`src/rtl/fetch_ctrl.sv`:
```
// Fetch sequencer for the riscv32i core: owns the PC, issues word fetches on a
// grant-based instruction port and feeds decode from a 2-entry FIFO.
module fetch_ctrl #(
    parameter int                 N_param  = 32,
    parameter logic [N_param-1:0] RESET_PC = '0
) (
    input  logic               clk,
    input  logic               reset,
    output logic               imem_req_o,
    output logic [N_param-1:0] imem_addr_o,
    input  logic               imem_gnt_i,
    input  logic [N_param-1:0] imem_rdata_i,
    input  logic               redirect_i,
    input  logic [N_param-1:0] redirect_pc_i,
    output logic               inst_valid_o,
    output logic [N_param-1:0] inst_o,
    output logic [N_param-1:0] inst_pc_o,
    input  logic               dec_ready_i,
    output logic               misalign_o
);
    localparam int DEPTH = 2;

    typedef enum logic [1:0] {
        BOOT = 2'd0,
        RUN  = 2'd1,
        HALT = 2'd2
    } state_t;

    state_t             state_reg;
    logic [N_param-1:0] pc_reg;
    logic [N_param-1:0] pend_pc_reg;
    logic               pending_reg;
    logic               misalign_reg;
    logic [1:0]         count_reg;
    logic [1:0]         count_next;
    logic               wr_ptr_reg;
    logic               rd_ptr_reg;

    logic [N_param-1:0] inst_mem [DEPTH];
    logic [N_param-1:0] pc_mem   [DEPTH];

    logic               pop;
    logic               push;
    logic               accept;
    logic               flush;
    logic               bad_target;
    logic [2:0]         credit;

    // Credit counts buffered entries plus the one in flight, minus what decode
    // takes this cycle, so a granted fetch always has a free slot to land in.
    always_comb begin
        pop        = (count_reg != 2'd0) && dec_ready_i;
        push       = pending_reg && !redirect_i;
        credit     = {1'b0, count_reg} + {2'b00, pending_reg} - {2'b00, pop};
        imem_req_o = (state_reg == RUN) && !redirect_i && (credit < 3'd2);
        accept     = imem_req_o && imem_gnt_i;
        flush      = redirect_i && (state_reg != HALT);
        bad_target = (redirect_pc_i[1:0] != 2'b00);
        count_next = count_reg + {1'b0, push} - {1'b0, pop};
    end

    always_ff @(posedge clk) begin
        if (reset) begin
            state_reg    <= BOOT;
            pc_reg       <= RESET_PC;
            pending_reg  <= 1'b0;
            pend_pc_reg  <= '0;
            misalign_reg <= 1'b0;
        end else begin
            pending_reg <= accept;
            if (accept) begin
                pend_pc_reg <= pc_reg;
                pc_reg      <= pc_reg + N_param'(4);
            end
            case (state_reg)
                BOOT:    state_reg <= RUN;
                RUN:     state_reg <= RUN;
                HALT:    state_reg <= HALT;
                default: state_reg <= BOOT;
            endcase
            // A redirect never coincides with a grant, so it simply takes the PC.
            if (flush) begin
                pc_reg <= redirect_pc_i;
                if (bad_target) begin
                    state_reg    <= HALT;
                    misalign_reg <= 1'b1;
                end
            end
        end
    end

    always_ff @(posedge clk) begin
        if (reset || flush) begin
            count_reg  <= 2'd0;
            wr_ptr_reg <= 1'b0;
            rd_ptr_reg <= 1'b0;
        end else begin
            count_reg <= count_next;
            if (push) begin
                wr_ptr_reg <= ~wr_ptr_reg;
            end
            if (pop) begin
                rd_ptr_reg <= ~rd_ptr_reg;
            end
        end
    end

    always_ff @(posedge clk) begin
        if (!reset) begin
            assert (!(push && (count_reg == 2'd2)));
        end
    end

    for (genvar gi = 0; gi < DEPTH; gi++) begin : g_entry
        logic [N_param-1:0] inst_reg;
        logic [N_param-1:0] epc_reg;

        always_ff @(posedge clk) begin
            if (reset) begin
                inst_reg <= '0;
                epc_reg  <= '0;
            end else if (push && (wr_ptr_reg == 1'(gi))) begin
                inst_reg <= imem_rdata_i;
                epc_reg  <= pend_pc_reg;
            end
        end

        assign inst_mem[gi] = inst_reg;
        assign pc_mem[gi]   = epc_reg;
    end

    assign imem_addr_o  = pc_reg;
    assign inst_valid_o = (count_reg != 2'd0);
    assign inst_o       = inst_mem[rd_ptr_reg];
    assign inst_pc_o    = pc_mem[rd_ptr_reg];
    assign misalign_o   = misalign_reg;

endmodule
```
`config.mk`:
```
export PLATFORM = sky130hd
export DESIGN_NAME = fetch_ctrl
export DESIGN_NICKNAME = d
export VERILOG_FILES = /design/src/rtl/fetch_ctrl.sv
export SDC_FILE = /design/constraint.sdc
export NUM_CORES = 1
export LEC_CHECK = 0
export CAP_MARGIN = 20
export CORE_UTILIZATION = 35
export CTS_CLUSTER_DIAMETER = 150
export DETAILED_ROUTE_END_ITERATION = 10
export GPL_ROUTABILITY_DRIVEN = 0
export PLACE_DENSITY = 0.64
export SLEW_MARGIN = 20
export SYNTH_ARGS = -nofsm -noshare
export SYNTH_HDL_FRONTEND = slang
export SYNTH_SLANG_ARGS = --single-unit
```
`constraint.sdc`:
```
create_clock -name clk -period 7.9 [get_ports clk]
set_clock_uncertainty 0.1 [all_clocks]
set_input_delay 1.58 -clock clk [delete_from_list [all_inputs] [get_ports clk]]
set_output_delay 1.58 -clock clk [all_outputs]
set_load 0.1 [all_outputs]
```
==> summary.md, run 1 <==
| Metric | Value |
|---|---|
| Status | finished clean |
| CTS Buffer Depth | 2 |
| Sink Count | 200 |
| CP max FO | 5 |
| Initial core utilization | a little over a third |
| Gr usage total | a little under a fifth |
| RSZ-0062 raised after global routing | false |
| Rel. slew slack | between 20% and 30% |
| Fmax | about 0.16 GHz |
| Number of synthesized register bits | 200 |
| GRT overflow | 0 |
| Max-slew violation count | 0 |
| DRT iter0 DRCs | 446 |
| Setup TNS | 0 ns |
| Port Buffer Count | 167 |
| Final setup viols | 0 |
| Crit path launch type | primary input |
| Area Overhead vs Synth | 28.7% |
| Die area | about 25000 sq um |
| Layout cells sized above 1 | approximately 11% |
| CP delay by family, top | buffers and inverters |
| Synth async-reset ratio | 0% |
| Htree depth | 4 |
| Post-Syn Instances | approximately 1000 |
| Vias in the first global route | roughly 6800 |
| Mean area per synthesized cell | roughly 8.2 sq um |
| Drt via density | ~4.9 |
| Hold WC Path Type | reg2reg |
| Die height | ~160 microns |
| Avg WL per Cell | ~16 microns |
| Most used cell, CP | clkdlybuf4s50_1 |
| Yosys warns | 0 |
| Die Wd | 157 microns |
| Max-cap viol count | 0 |
| Syn nets | around 1100 |
| I/O pin count | between 150 and 200 |
| Final instance area | 10800 sq um |
| Core Rows | 56 |
| CTS Buf Count | 17 |
| Clk root buf | clkbuf_16 |
| Number of antenna violations at the first check in global routing | 3 |
| Drt total wl | 23200 microns |
| DP HPWL | between 10000 and 15000 microns |
| Commonest register cell after synthesis | dfxtp_1 |
| Synth Cell Area | 8420 sq um |
| Pleak | roughly 0.0036 uW |
| Critical Path Max Stage Delay | about 1.2 ns |
| Hold Slack | approximately 0.35 ns |
| Yosys cell types | 48 |
| Post-layout minimum cycle time | about 6.3 ns |
| CTS tree | built |
| Core area | 23500 sq um |
| Post-DRT Antenna Nets | 0 |
| WP buf/inv | 2 |
| Post-CTS Setup Inserts | 0 |
| VDD IR-drop max | approximately 0.12 mV |
| DR DRC count | 0 |
| Cells along the critical path | clkdlybuf4s50_1 -> nand2_1 -> nor2_1 -> o21ai_0 -> fa_1 -> xnor2_1 -> and2_1 -> clkdlybuf4s50_1 |
| Largest net degree at the start of global routing | approximately 130 |
| Crit-path slowest cell | clkdlybuf4s50_1 |
| Post-synth EDFFs | 0 |
| Least-Margin Pin Slew | 1.07 ns |
| Post-CTS Hold Buffers | 0 |
| First-pass GRT wire length | ~37000 microns |
| Cell Area, Placed | 10200 sq um |
| Worst skew pair latency | around 0.44 ns |
| WP data required | between 6 and 7 ns |
| DR vias | between 7000 and 8000 |
| Register area share after synthesis | a little under half |
| Final hold violations | 0 |
| Post-CTS sizing | 0 |
| Final #Nets | 1223 |
| Final period utilization | ~80% |
| Arrival @ worst endpoint | roughly 4.6 ns |
| Pwr dens | ~200 nW/um^2 |
| Clock slew at reported path FFs | ~0.070 ns |
| Worst setup path category | in2out |
| CP endpoint kind | output port |
| Drt first pass iters | 5 |
[worst register-to-register path: cells and delay by family, from the launching register on]
| kind | cells | cell delay, ns |
|---|---|---|
| flip-flops | 1 | 0.45 |
| AND/OR/NAND/NOR | 4 | 1.71 |
| adder cells (fa/ha/maj) | 1 | 0.39 |
| AO/OA/AOI/OAI | 2 | 0.21 |
| XOR/XNOR | 2 | 0.57 |
[worst paths after layout]
kind	from	end	slack [ns]	depth (start not counted)
max reg2reg	count_reg[1]	imem_addr_o[25]	4.36	9
max	dec_ready_i	imem_req_o	1.58	8
min	g_entry[1].epc_reg[29]	g_entry[1].epc_reg[29]	0.35	2
min reg2reg	g_entry[1].epc_reg[29]	g_entry[1].epc_reg[29]	0.35	2
[final cells by class]
type                       count  area [sq um]
antenna                        2          5.00
clock buffer                  21           470
clock inverter                10           119
fill                        2369         12700
inverter                       6          22.5
multi-input combinational    752          4080
sequential                   200          4010
tap                          319           399
timing repair buffer         174          1730
[power breakdown]
group	internal [uW]	leakage (uW)	switching (uW)
logic	73.9	0.00168	165
clock network	492	0.000293	387
registers	1020	0.00162	27.7
total	1590	0.00359	580
[layout by cell type, fill, tap and decap left out, types with 5 or more instances in the layout]
cell type / n
a21oi_1: 169
nor2_1: 26
buf_4: 7
o21ai_0: 7
inv_1: 6
nand2_1: 347
a211oi_1: 13
clkbuf_16: 17
xor2_1: 8
and3_1: 8
nand3_1: 11
xnor2_1: 15
nand4_1: 8
clkdlybuf4s50_1: 166
mux2_2: 64
dfxtp_1: 199
or3_1: 5
a311oi_1: 5
nor3_1: 7
[metal layers]
layer,track usage (%),vias up,routed length (microns)
met4,4.99,2,297
met5,0,-,11
met3,4.60,19,1160
li1,-,3698,-
met1,25.1,3418,11100
met2,30.6,177,10600
[cells by family after synthesis]
logic type / after synthesis / synth area share [%]
XOR/XNOR: 23 / 2.39
buffers and inverters: 79 / 4.18
AND/OR/NAND/NOR: 451 / 23.2
AO/OA/AOI/OAI: 209 / 13.4
multiplexers: 66 / 8.80
adder cells (fa/ha/maj): 3 / 0.535
flip-flops: 200 / 47.6
[cell usage after synthesis (2+ instances only)]
cell      number  area share (%)
mux2_2        64             8.6
and2_1         3            0.22
nor2_1        27             1.2
o21ai_0        7            0.42
nor3_2         2            0.24
ha_1           2            0.30
buf_1          5            0.22
xor2_1         8            0.83
or3_1          5            0.37
inv_1          6            0.27
a311oi_1       5            0.52
or4_4          2            0.27
nor4_1         4            0.30
clkbuf_1      62             2.8
or2_2          3            0.22
a31oi_1        3            0.22
nor2b_1        3            0.22
nand4_1        8            0.59
and4_1         4            0.42
nand3_1       12            0.71
nand2_1      348              16
nor3_1         7            0.42
mux2i_1        2            0.24
nor4_2         2            0.30
a21oi_1      169              10
o21ai_1        4            0.24
nand2b_1       5            0.37
clkbuf_8       4            0.65
a211oi_1      13             1.2
and3_1         8            0.59
o22ai_1        3            0.22
dfxtp_1      200              48
xnor2_1       15             1.6
buf_6          2            0.27
[per-stage QoR]
stage | cells | total power (uW) | utilization, % | setup slack, ns
2_1_floorplan | 1031 | 1230 | - | 2.84
3_3_place_gp | 1451 | 1310 | 43.5 | 1.67
3_5_place_dp | 1451 | 1310 | 43.5 | 1.60
4_1_cts | 1482 | 2190 | 46.0 | 1.59
5_1_grt | 1483 | 2240 | 46.0 | 1.40
6_report | 1484 | 2170 | 46.0 | 1.58
Power figures use the tool's default switching activity.
==> run 2, diff against run 1 <==
--- a/config.mk
+++ b/config.mk
@@ -10,7 +10,7 @@
 export CTS_CLUSTER_DIAMETER = 150
 export DETAILED_ROUTE_END_ITERATION = 10
 export GPL_ROUTABILITY_DRIVEN = 0
-export PLACE_DENSITY = 0.64
+export PLACE_DENSITY = 0.66
 export SLEW_MARGIN = 20
 export SYNTH_ARGS = -nofsm -noshare
 export SYNTH_HDL_FRONTEND = slang
==> constraint.sdc (replaced) <==
create_clock -name clk -period 5.3 [get_ports clk]
set_clock_uncertainty 0.1 [all_clocks]
set_input_delay 1.06 -clock clk [delete_from_list [all_inputs] [get_ports clk]]
set_output_delay 1.06 -clock clk [all_outputs]
set_load 0.1 [all_outputs]
==> run 2 against run 1 <==
Clock-buffer cell count shrank 2. Highest routed layer is now met4. Critical endpoint unchanged. Largest power group unchanged. Critical path type unchanged. Final area about the same. Global-route usage is 0.32 points lower.
==> summary.md, run 2 (same netlist as run 1, synthesis figures left out) <==
| Metric | Value |
|---|---|
| Post-layout minimum cycle time | 4.41 ns |
| Commonest non-fill, non-tap cell in the layout | nand2_1 |
| Drt total wl | 22900 microns (-1.3%) |
| Hold Path Stages | 1 (-1) |
| Port Buffer Count | 167 (unchanged) |
| CTS tree | built |
| DRT iter0 DRCs | 442 (-0.90%) |
| Vias in the first global route | 6768 (-1.1%) |
| Max-slew violation count | 0 (unchanged) |
| Htree depth | 4 (unchanged) |
| Core Rows | 56 (unchanged) |
| Clock slew at reported path FFs | 0.06 ns (about the same) |
| P_sw | 888 uW (+53%) |
| Avg WL per Cell | 15.4 microns (-1.2%) |
| Hold Slack | 0.347 ns (-0.00488 ns) |
| Worst skew pair latency | 0.43 ns (about the same) |
| Most frequent cells in the layout | nand2_1, dfxtp_1, a21oi_1 |
| Final #Nets | 1224 (+0.082%) |
| DP HPWL | 14700 microns (+2.3%) |
| Core area | 23500 sq um (unchanged) |
| Rel. slew slack | 29.1% (+0.36 points) |
| Layout cells sized above 1 | 11.0% (+0.25 points) |
| VDD IR-drop max | 0.165 mV (+33%) |
| Clock power frac | 39.9% (-0.6 points) |
| Setup TNS | 0 ns (unchanged) |
| Die Wd | 157 microns (unchanged) |
| RR Startpoint | count_reg[1] |
| Met2 GRT Util | 30.6% (about the same) |
| Met3 Use GR | 3.91% (-0.69 points) |
| CTS Buf Count | 17 (unchanged) |
| I/O pin count | 168 (unchanged) |
| RSZ-0062 raised after global routing | false |
| Multi-input combinational cell area | 4080 sq um (about the same) |
| Crit path launch type | primary input |
| First-pass GRT wire length | 36000 microns (-1.3%) |
| Number of antenna violations at the first check in global routing | 0 (-3) |
| Int Power | 2310 uW (+45%) |
| Max-cap viol count | 0 (unchanged) |
| Gr usage total | 18.6% (-0.32 points) |
| Part of the power in registers | 49.0% (+0.5 points) |
| Drt first pass iters | 4 (-1) |
| Arrival @ worst endpoint | 3.25 ns (-1.39 ns) |
| Met1 Resource Use GR | 24.9% (-0.19 points) |
| Register Area | 4010 sq um (unchanged) |
| HP Start | state_reg[1] |
| DR vias | 7377 (+0.86%) |
| Post-CTS Hold Buffers | 0 (unchanged) |
| Diode count | 0 (-2) |
| Final period utilization | between 80 and 90% |
| Post-CTS sizing | 0 (unchanged) |
| Pwr dens | 296 nW/um^2 (+48%) |
| Post-CTS Setup Inserts | 0 (unchanged) |
| Final setup viols | 0 (unchanged) |
| GRT overflow | 0 (unchanged) |
| Worst reg2reg path depth | 10 (+1) |
| Util after Layout | 46.0% (about the same) |
| Drt via density | 4.97 (+0.93%) |
| Fill cells | 2362 (-0.30%) |
| CP max FO | 5 (unchanged) |
| Initial core utilization | 35.8% (unchanged) |
| Die area | 24700 sq um (unchanged) |
| Combinational share of power | 11.2% (+0.2 points) |
| Total Power | 3200 uW (+47%) |
| DR DRC count | 0 (unchanged) |
| Clk root buf | clkbuf_16 |
| Worst setup path startpoint | dec_ready_i |
| WP data required | 4.14 ns (-2.08 ns) |
| Layer carrying the most global-route usage | met2 |
| Hold WC Path Type | reg2reg |
| CTS Buffer Depth | 2 (unchanged) |
| Final hold violations | 0 (unchanged) |
| Status | finished clean |
| Fmax | ~0.23 GHz |
| Switch share | 27.8% (+1.0 points) |
| Sink Count | 200 (unchanged) |
| CP endpoint kind | output port |
| Least-Margin Pin Slew | 1.06 ns (-0.00536 ns) |
| Worst setup path category | in2out |
| Pleak | 0.00358 uW (-0.32%) |
| Area Overhead vs Synth | 28.5% (about the same) |
| Largest net degree at the start of global routing | 112 (-16%) |
| Setup slack at placement | 0.918 ns (-0.678 ns) |
| Final setup margin | 0.887 ns (-0.690 ns) |
| Post-DRT Antenna Nets | 0 (unchanged) |
| Die height | 157 microns (unchanged) |
-- run 2: cell types whose count changed in the layout (fill, tap and decap cells not counted), moves of 2 or more --
| cell | before | now |
|---|---|---|
| clkinv_4 | 4 | 2 |
| inv_6 | 1 | 5 |
| diode_2 | 2 | 0 |
| clkinvlp_4 | 0 | 2 |
| clkinv_2 | 3 | 0 |
| buf_4 | 7 | 9 |
| clkbuf_8 | 3 | 1 |
-- run 2: layout make-up --
cell class	instances	share of cell area, %
timing repair buffer	175	16.0
tap	319	3.69
sequential	200	37.0
inverter	6	0.208
clock inverter	12	1.24
multi-input combinational	752	37.7
clock buffer	19	4.09
-- run 2: final timing paths --
path,to,slack (ns)
setup / recovery,imem_req_o,0.89
hold / removal,state_reg[0],0.35
setup reg to reg,imem_addr_o[31],2.20
hold reg to reg,state_reg[0],0.35
-- run 2: routing by layer --
layer / vias up / wire length (microns)
li1: 3703 / -
met1: 3447 / 10800
met2: 217 / 10700
met3: 10 / 1270
met4: 0 / 133
met5: - / 0
-- run 2: worst max-delay path: stages --
cell and delay [ns]:
clkdlybuf4s50_1 0.54, nand2_1 0.07, nor2_1 0.17, o21ai_0 0.14, fa_1 0.39, xnor2_1 0.38, and2_1 0.20, buf_4 0.30
-- run 2: power by group through the flow --
stage | sequential (uW) | combinational [uW] | clock [uW]
after floorplan | 1730 | 104 | 0
after global placement | 1600 | 356 | 0
after detailed placement | 1600 | 357 | 0
after CTS | 1570 | 358 | 1310
after global routing | 1570 | 375 | 1380
final | 1570 | 357 | 1280
-- run 2: per-stage QoR --
step	instances	instance area (sq um)
6_report	1483	10800
4_1_cts	1483	10800
3_3_place_gp	1452	10200
3_5_place_dp	1452	10200
5_1_grt	1483	10800
2_1_floorplan	1031	8420
==> run 3, diff against run 2 <==
--- a/config.mk
+++ b/config.mk
@@ -10,7 +10,7 @@
 export CTS_CLUSTER_DIAMETER = 150
 export DETAILED_ROUTE_END_ITERATION = 10
 export GPL_ROUTABILITY_DRIVEN = 0
-export PLACE_DENSITY = 0.66
+export PLACE_DENSITY = 0.64
 export SLEW_MARGIN = 20
 export SYNTH_ARGS = -nofsm -noshare
 export SYNTH_HDL_FRONTEND = slang
==> constraint.sdc (replaced) <==
create_clock -name clk -period 4.1 [get_ports clk]
set_clock_uncertainty 0.1 [all_clocks]
set_input_delay 0.82 -clock clk [delete_from_list [all_inputs] [get_ports clk]]
set_output_delay 0.82 -clock clk [all_outputs]
set_load 0.1 [all_outputs]
==> run 3 against run 2 <==
Worst hold slack got worse by 0.010 ns. Final area barely moved. Flip-flop and latch count did not move.
==> summary.md, run 3 (same netlist as run 1, synthesis figures left out) <==
| Metric | Value |
|---|---|
| Status | finished clean |
| Cells along the critical path | clkdlybuf4s50_1 -> nand2_1 -> nor2_1 -> o21ai_0 -> fa_1 -> and4bb_2 -> and2_1 -> buf_12 |
| Arrival @ worst endpoint | 2.89 ns (-0.36 ns) |
| Die Wd | 157 microns (unchanged) |
| WP data required | 3.18 ns (-0.96 ns) |
| Drt first pass iters | 5 (+1) |
| Final setup margin | 0.286 ns (-0.601 ns) |
| CP delay by family, top | simple AND/OR/NAND/NOR gates |
| RSZ-0062 raised after global routing | false |
| Commonest non-fill, non-tap cell in the layout | nand2_1 |
| Hold Slack | 0.337 ns (-0.00996 ns) |
| Avg WL per Cell | 15.3 microns (-0.88%) |
| CP max FO | 5 (unchanged) |
| Area Overhead vs Synth | 28.6% (about the same) |
| Worst setup path category | in2out |
| Layout cells sized above 1 | 17.4% (+6.4 points) |
| DR DRC count | 0 (unchanged) |
| Die area | 24700 sq um (unchanged) |
| DR vias | 7380 (+0.041%) |
| Crit path launch type | primary input |
| Max-slew violation count | 0 (unchanged) |
| Post-CTS sizing | 0 (unchanged) |
| Drt total wl | 22900 microns (about the same) |
| Number of antenna violations at the first check in global routing | 0 (unchanged) |
| Fill cells | 2334 (-1.2%) |
| Rel. slew slack | 28.1% (-1.0 points) |
| Hold WC Path Type | reg2reg |
| Drt via density | 4.93 (-0.89%) |
| Final #Nets | 1238 (+1.1%) |
| Vias in the first global route | 7000 (+3.4%) |
| Post-layout minimum cycle time | roughly 3.8 ns |
| Worst skew pair latency | 0.43 ns (about the same) |
| Htree depth | 4 (unchanged) |
| VDD IR-drop max | 0.242 mV (+47%) |
| CTS tree | built |
| Fmax | between 0.2 and 0.3 GHz |
| WP buf/inv | 2 (unchanged) |
| Diode count | 0 (unchanged) |
| Core Rows | 56 (unchanged) |
| Hold Path Stages | 1 (unchanged) |
| Pleak | 0.00380 uW (+6.3%) |
| Port Buffer Count | 167 (unchanged) |
| Final setup viols | 0 (unchanged) |
| Worst reg2reg path depth | 9 (-1) |
| Final hold violations | 0 (unchanged) |
| CTS Buffer Depth | 2 (unchanged) |
| Clock slew at reported path FFs | 0.07 ns (about the same) |
| Setup TNS | 0 ns (unchanged) |
| Final period utilization | roughly 93% |
| GRT overflow | 0 (unchanged) |
| Largest net degree at the start of global routing | 110 (-1.8%) |
| Core area | 23500 sq um (unchanged) |
| Critical Path Max Stage Delay | 0.52 ns (-0.02 ns) |
| Gr usage total | 18.8% (+0.18 points) |
| Post-CTS Setup Inserts | 0 (unchanged) |
| Crit. path cell count | 8 (unchanged) |
| Multi-input combinational cell area | 4080 sq um (about the same) |
| DP HPWL | 15100 microns (+2.8%) |
| First-pass GRT wire length | 36400 microns (+0.92%) |
| DRT iter0 DRCs | 496 (+12%) |
| Pwr dens | 394 nW/um^2 (+33%) |
| CP endpoint kind | output port |
| Initial core utilization | 35.8% (unchanged) |
| Register Area | 4010 sq um (unchanged) |
| Post-DRT Antenna Nets | 0 (unchanged) |
| I/O pin count | 168 (unchanged) |
| Sink Count | 200 (unchanged) |
| Die height | 157 microns (unchanged) |
| Post-CTS Hold Buffers | 0 (unchanged) |
| Most frequent cells in the layout | nand2_1, dfxtp_1, a21oi_1 |
| Least-Margin Pin Slew | 1.08 ns (+0.0150 ns) |
| Max-cap viol count | 0 (unchanged) |
| Setup slack at placement | 0.287 ns (-0.631 ns) |
| CTS Buf Count | 17 (unchanged) |
| Clk root buf | clkbuf_16 |
| Crit-path slowest cell | clkdlybuf4s50_1 |
run 3: cell types whose count changed in the layout (fill, tap and decap cells not counted), sizes merged:
| cell | previous run | this run |
|---|---|---|
| bufinv | 1 | 3 |
| clkinv | 3 | 1 |
| clkdlybuf4s50 | 165 | 101 |
| buf | 10 | 88 |
| inv | 12 | 11 |
| clkbuf | 19 | 20 |
run 3: path summary, 6_finish.rpt:
| check | from | endpoint | slack (ns) |
|---|---|---|---|
| worst max-delay path | dec_ready_i | imem_req_o | 0.29 |
| worst min-delay path | state_reg[1] | state_reg[0] | 0.34 |
| worst max register to register | count_reg[1] | imem_addr_o[10] | 1.33 |
| worst min register to register | state_reg[1] | state_reg[0] | 0.34 |
run 3: cell type report:
class,count,share of cell area (%)
clock buffers,20,4.22
well taps,319,3.69
inverters,6,0.208
multi-input cells,752,37.7
clock inverters,11,1.48
repair buffers,189,15.7
flip-flops and latches,200,37.0
run 3: stage by stage:
| step | utilization, % | total power [uW] | cells | cell area, sq um |
|---|---|---|---|---|
| floorplan | - | 2370 | 1031 | 8420 |
| detailed placement | 43.4 | 2540 | 1466 | 10200 |
| finish | 46.0 | 4270 | 1497 | 10800 |
| global route | 46.0 | 4420 | 1497 | 10800 |
| CTS | 46.0 | 4310 | 1497 | 10800 |
| global placement | 43.4 | 2540 | 1466 | 10200 |
run 3: worst reg2reg max path, cell delays in order (launching register included):
cell      delay (ns)
dfxtp_1         0.44
nand2_1         0.08
nor2_1          0.16
o21ai_0         0.14
fa_1            0.50
and4bb_2        0.30
nand4_1         0.10
buf_4           0.21
or3_2           0.42
a311oi_1        0.25
run 3: report_power, final:
part | switching [uW] | internal, uW | leakage [uW]
logic | 322 | 147 | 0.00189
registers | 52.9 | 1970 | 0.00162
clock network | 767 | 1000 | 0.000296
total | 1140 | 3120 | 0.00380
run 3: metal layers:
| layer | part of all wire [%] | global-route usage, % |
|---|---|---|
| met1 | 48 | 24.8 |
| met2 | 47 | 31.0 |
| met3 | 5.2 | 4.13 |
| met4 | 0.71 | 4.39 |
| met5 | 0 | 0 |
